[config.mk]
export PLATFORM = sky130hd
export DESIGN_NAME = keypad_scanner
export DESIGN_NICKNAME = d
export VERILOG_FILES = /design/src/rtl/keypad_pkg.sv /design/src/rtl/keypad_row_sync.sv /design/src/rtl/keypad_scanner.sv
export SDC_FILE = /design/constraint.sdc
export NUM_CORES = 1
export LEC_CHECK = 0
export CORE_UTILIZATION = 30
export CTS_BUF_LIST = sky130_fd_sc_hd__clkbuf_8
export DETAILED_ROUTE_END_ITERATION = 7
export PLACE_DENSITY = 0.56
export SYNTH_ARGS = -nofsm -noshare
export SYNTH_HDL_FRONTEND = slang
export SYNTH_SLANG_ARGS = --single-unit
[constraint.sdc]
create_clock -name clk -period 5 [get_ports clk]
set_input_delay 0.5 -clock clk [delete_from_list [all_inputs] [get_ports clk]]
set_output_delay 0.5 -clock clk [all_outputs]
set_load 0.01 [all_outputs]
[src/rtl/keypad_pkg.sv]
// Shared definitions for the 4x4 keypad scanner: FSM states, key map and column reset pattern.
package keypad_pkg;

    typedef enum logic [1:0] {
        SCAN     = 2'd0,
        DEBOUNCE = 2'd1,
        PRESSED  = 2'd2
    } state_t;

    localparam logic [3:0] COL_RESET = 4'b1110;

    // Nibble {row,col} holds the hex code of that key; row 3 carries * as E and # as F.
    localparam logic [63:0] KEY_MAP = 64'hDF0E_C987_B654_A321;

    function automatic logic [3:0] key_map(input logic [1:0] row, input logic [1:0] col);
        logic [5:0] base;
        base = {row, col, 2'b00};
        return KEY_MAP[base +: 4];
    endfunction

    function automatic logic [1:0] low_row(input logic [3:0] rows);
        if (!rows[0]) return 2'd0;
        if (!rows[1]) return 2'd1;
        if (!rows[2]) return 2'd2;
        return 2'd3;
    endfunction

endpackage

[src/rtl/keypad_row_sync.sv]
// Two-flop synchroniser for the asynchronous keypad row lines; idles at all-high (no key).
module keypad_row_sync (
    input  logic       clk,
    input  logic       rst,
    input  logic [3:0] row_i,
    output logic [3:0] row_o
);

    logic [3:0] meta_q;
    logic [3:0] sync_q;

    always_ff @(posedge clk) begin
        if (rst) begin
            meta_q <= 4'hF;
            sync_q <= 4'hF;
        end else begin
            meta_q <= row_i;
            sync_q <= meta_q;
        end
    end

    assign row_o = sync_q;

endmodule

[src/rtl/keypad_scanner.sv]
// 4x4 matrix keypad scanner with press/release debouncing and hex key encoding.
module keypad_scanner
    import keypad_pkg::*;
#(
    parameter int SCAN_TICKS       = 12000,
    parameter int DEBOUNCE_SAMPLES = 5,
    parameter int CNT_W            = 16
) (
    input  logic       clk,
    input  logic       rst,
    input  logic [3:0] row_in,
    output logic [3:0] col_n,
    output logic [3:0] key_code,
    output logic       key_valid,
    output logic       key_held
);

    localparam int MW = $clog2(DEBOUNCE_SAMPLES + 1);

    state_t           state_q, state_d;
    logic [CNT_W-1:0] tick_q, tick_d;
    logic [3:0]       col_n_q, col_n_d;
    logic [1:0]       col_sel_q, col_sel_d;
    logic [1:0]       row_q, row_d;
    logic [MW-1:0]    match_q, match_d;
    logic [3:0]       key_code_q, key_code_d;
    logic             key_valid_q, key_valid_d;
    logic             key_held_q, key_held_d;

    logic [3:0] rs;
    logic       sample;
    logic       count_done;

    keypad_row_sync u_row_sync (
        .clk   (clk),
        .rst   (rst),
        .row_i (row_in),
        .row_o (rs)
    );

    // Samples land on the last tick of each slot so the column and synchroniser have settled.
    assign sample     = (tick_q == CNT_W'(SCAN_TICKS - 1));
    assign count_done = (match_q == MW'(DEBOUNCE_SAMPLES));

    always_ff @(posedge clk) begin
        if (rst) begin
            state_q     <= SCAN;
            tick_q      <= '0;
            col_n_q     <= COL_RESET;
            col_sel_q   <= 2'd0;
            row_q       <= 2'd0;
            match_q     <= '0;
            key_code_q  <= 4'h0;
            key_valid_q <= 1'b0;
            key_held_q  <= 1'b0;
        end else begin
            state_q     <= state_d;
            tick_q      <= tick_d;
            col_n_q     <= col_n_d;
            col_sel_q   <= col_sel_d;
            row_q       <= row_d;
            match_q     <= match_d;
            key_code_q  <= key_code_d;
            key_valid_q <= key_valid_d;
            key_held_q  <= key_held_d;
        end
    end

    always_comb begin
        state_d     = state_q;
        tick_d      = sample ? '0 : tick_q + CNT_W'(1);
        col_n_d     = col_n_q;
        col_sel_d   = col_sel_q;
        row_d       = row_q;
        match_d     = match_q;
        key_code_d  = key_code_q;
        key_valid_d = 1'b0;
        key_held_d  = key_held_q;

        case (state_q)
            SCAN: begin
                if (sample) begin
                    if (rs == 4'hF) begin
                        col_n_d   = {col_n_q[2:0], col_n_q[3]};
                        col_sel_d = col_sel_q + 2'd1;
                    end else begin
                        row_d   = low_row(rs);
                        match_d = MW'(1);
                        state_d = DEBOUNCE;
                    end
                end
            end

            DEBOUNCE: begin
                if (count_done) begin
                    key_code_d  = key_map(row_q, col_sel_q);
                    key_valid_d = 1'b1;
                    key_held_d  = 1'b1;
                    match_d     = '0;
                    state_d     = PRESSED;
                end else if (sample) begin
                    if (!rs[row_q]) begin
                        match_d = match_q + MW'(1);
                    end else begin
                        match_d   = '0;
                        col_n_d   = {col_n_q[2:0], col_n_q[3]};
                        col_sel_d = col_sel_q + 2'd1;
                        state_d   = SCAN;
                    end
                end
            end

            PRESSED: begin
                // Only the accepted key's row is watched, so other keys cannot disturb the hold.
                if (count_done) begin
                    key_held_d = 1'b0;
                    match_d    = '0;
                    tick_d     = '0;
                    col_n_d    = {col_n_q[2:0], col_n_q[3]};
                    col_sel_d  = col_sel_q + 2'd1;
                    state_d    = SCAN;
                end else if (sample) begin
                    match_d = rs[row_q] ? match_q + MW'(1) : '0;
                end
            end

            default: begin
                state_d = SCAN;
            end
        endcase
    end

    assign col_n     = col_n_q;
    assign key_code  = key_code_q;
    assign key_valid = key_valid_q;
    assign key_held  = key_held_q;

endmodule

==> out/qor.yml <==
max_freq_mhz: 364.8
root_buffer: "clkbuf_8"
worst_slew_pin_slew_ns: 0.8746
hold_path.class: "register to register"
setup_viol: 0
required_ns: 5.19
nets: 255
cp-end-kind: "register"
final_cell_mix: "43 x dfxtp_1, 34 x nor2_1, 15 x clkdlybuf4s50_1"
syn_avg_cell_area_um2: 9.157
peakVddDrop_mv: 0.1634
drive_above_1_share_pct: 9.664
place_inst: 307
area_delta_synth_final_pct: 17.28
fillCellCount: 660
multi_input_area_um2: 1114
rsz0062_at_grt: "no"
hold-worst-slack_ns: 0.4097
htreeDepth: 2
fp.dieH_um: 84.50
dpl.hpwl_mm: 2.494
first_global_vias: 1406
pwr-share-clk_pct: 46.2
insertedDiodeCount: 0
gr-total-overflow: 0
numCtsBuffers: 5
slowest_stage: "a2111oi_4"
post-place-ws_ns: 2.216
yosysSeqAreaShare_pct: 42.16
ant_nets: 0
setup_tns_ns: 0
cts_tree: "built"
min_period_ns: 2.741
ys_ff_latch: 43
layout.cells.non_filler: 315
die_area_um2: 7140
portBuffers: 15
hold_end: "u_row_sync.row_o[2]"
vias: 1476
ctsResizeCount: 0
crit_arrival_ns: 2.93
wl_per_cell_um: 11.17
share_comb_of_total_power_pct: 3.0
p_seq_share_pct: 50.8
antenna_found_initial: 0
die_x_um: 84.50
p_sw_share_pct: 19.40
dr.pass1.iters: 4
drc: 0
ys_warn_count: 0
layout_commonest_cell: "dfxtp_1"
cap_violations: 0
p_per_area_nw_per_um2: 288.2
worst_slack_ns: 2.259
grt_max_degree: 29
cp_cell_sequence: "ha_1, nand4_1, nor4_4, a31oi_1, a2111oi_4, mux2_4"
skew_ns: 0.005955
drt_first_iter_violations: 63
switching_power_mw: 0.1339
viasPerCell: 4.686
post-cts-setup-buffers: 0
slowest_delay_ns: 0.68
postLayoutCellArea_um2: 2395
core_area_um2: 6459
leakage_nw: 0.8489
cts_buffer_depth: 2
clkSinkCount: 43
wl_mm: 3.519
relSlewSlack_pct: 41.51
hold_start: "u_row_sync.meta_q[2]"
fin_util_pct: 37.08
rows: 29
final-hold-violation-count: 0
register_area_um2: 860.8
holdPathStages: 1
synthCells: 223
gp_congestion: 0.7709
ys_types: 38
grt_pass1_wl_mm: 6.175
crit_type: "register to register"
placed_area_um2: 2258
maxSlewViolCount: 0
start_kind: "register"
reg2regPathDepth: 6
rr_startpoint: "tick_q[0]"
clk_pin_slew_worst_paths_ns: 0.08
grtUsageTotal_pct: 10.56
cp_max_fo: 7
finalCritPeriodShare_pct: 54.82
initial_utilization_pct: 31.62
r2r_slack_ns: 2.26
netlist_area_um2: 2042
power_mw: 0.6901
reg2reg_to: "col_sel_q[0]"
synth_nets: 241
ctsHoldBuffers: 0
insertion_delay_ns: 0.29
outcome: "finished clean"
p_int_mw: 0.5562
ios: 16
[state kept, by name, summed over array words and instances (netlist names)]
register / count
tick_q: 16
row_q: 2
match_q: 3
u_row_sync.meta_q: 4
key_held: 1
state_q: 2
col_n: 4
key_valid: 1
key_code: 4
col_sel_q: 2
u_row_sync.row_o: 4
[final cells by class]
type	instances	area share (%)
multi-input combinational	162	46.50
sequential	43	35.95
timing repair buffer	15	6.270
tap	77	4.023
clock buffer	5	2.874
clock inverter	3	2.821
inverter	10	1.567
[per-layer routing]
layer / track usage [%] / vias to the layer above / routed length [um]
met5: 0 / - / 0
met4: 3.698 / 0 / 45
met3: 3.048 / 5 / 120
met2: 17.00 / 19 / 1519
met1: 13.52 / 661 / 1833
li1: - / 791 / -
[worst max-delay path, delay by kind of cell, from the launching register on]
family	cells	cell delay [ns]
AOI/OAI and AO/OA	2	0.88
and+or+nand+nor	2	0.81
DFF	1	0.38
muxes	1	0.35
adders and majority gates	1	0.22
[synthesized netlist by cell type, drive strengths merged]
library cell  count  area [um2]
xor2              6       52.55
o2bb2ai           1       8.760
nand3b            1       7.510
or4               1       11.26
mux2              1       15.01
mux4              1       22.52
o21ai             4       20.02
nor2             34       127.6
and3              2       13.77
clkbuf            8       30.03
a211oi            5       37.54
nor2b             3       18.77
nand4bb           2       22.52
nand4             5       31.28
or2               9       56.30
and4              1       8.760
nor3b             1       7.510
dfxtp            43       860.8
and2              2       12.51
nor3              8       40.04
inv              10       37.54
nand3            10       50.05
ha               12       150.1
a21o              1       7.510
o31ai             1       7.510
xnor2             8       70.07
a21oi             6       30.03
a211o             1       8.760
mux2i            11       110.1
nand2            13       48.80
nand2b            2       12.51
a31oi             4       25.02
o21a              1       7.510
nor4              3       33.78
o211a             1       10.01
a2111oi           1       27.53
[logic make-up after synthesis]
kind of cell    after synthesis  share of synthesized area, %
simple gates                 97                         24.63
mux                          13                         7.230
fa+ha+maj                    12                         7.353
xor+xnor                     14                         6.005
compound gates               26                         9.315
flops                        43                         42.16
buf+inv                      18                         3.309
[power by group through the flow]
stage,Sequential [mW],Clock [mW],Combinational [mW]
3_3_place_gp,0.358,0,0.0208
2_1_floorplan,0.358,0,0.0145
6_report,0.350,0.319,0.0206
5_1_grt,0.351,0.342,0.0238
3_5_place_dp,0.359,0,0.0211
4_1_cts,0.350,0.329,0.0212
[how the worst max path moves through the flow]
stage                    from           end  slack (ns)  cells after the start
global route        tick_q[0]  col_sel_q[0]        2.03                      6
finish              tick_q[0]  col_sel_q[0]        2.26                      6
CTS                 tick_q[0]  col_sel_q[0]        2.23                      6
floorplan           tick_q[0]  col_sel_q[0]        2.60                      6
global placement    tick_q[0]  col_sel_q[0]        2.26                      6
detailed placement  tick_q[0]  col_sel_q[0]        2.22                      6
Power figures use the tool's default switching activity.
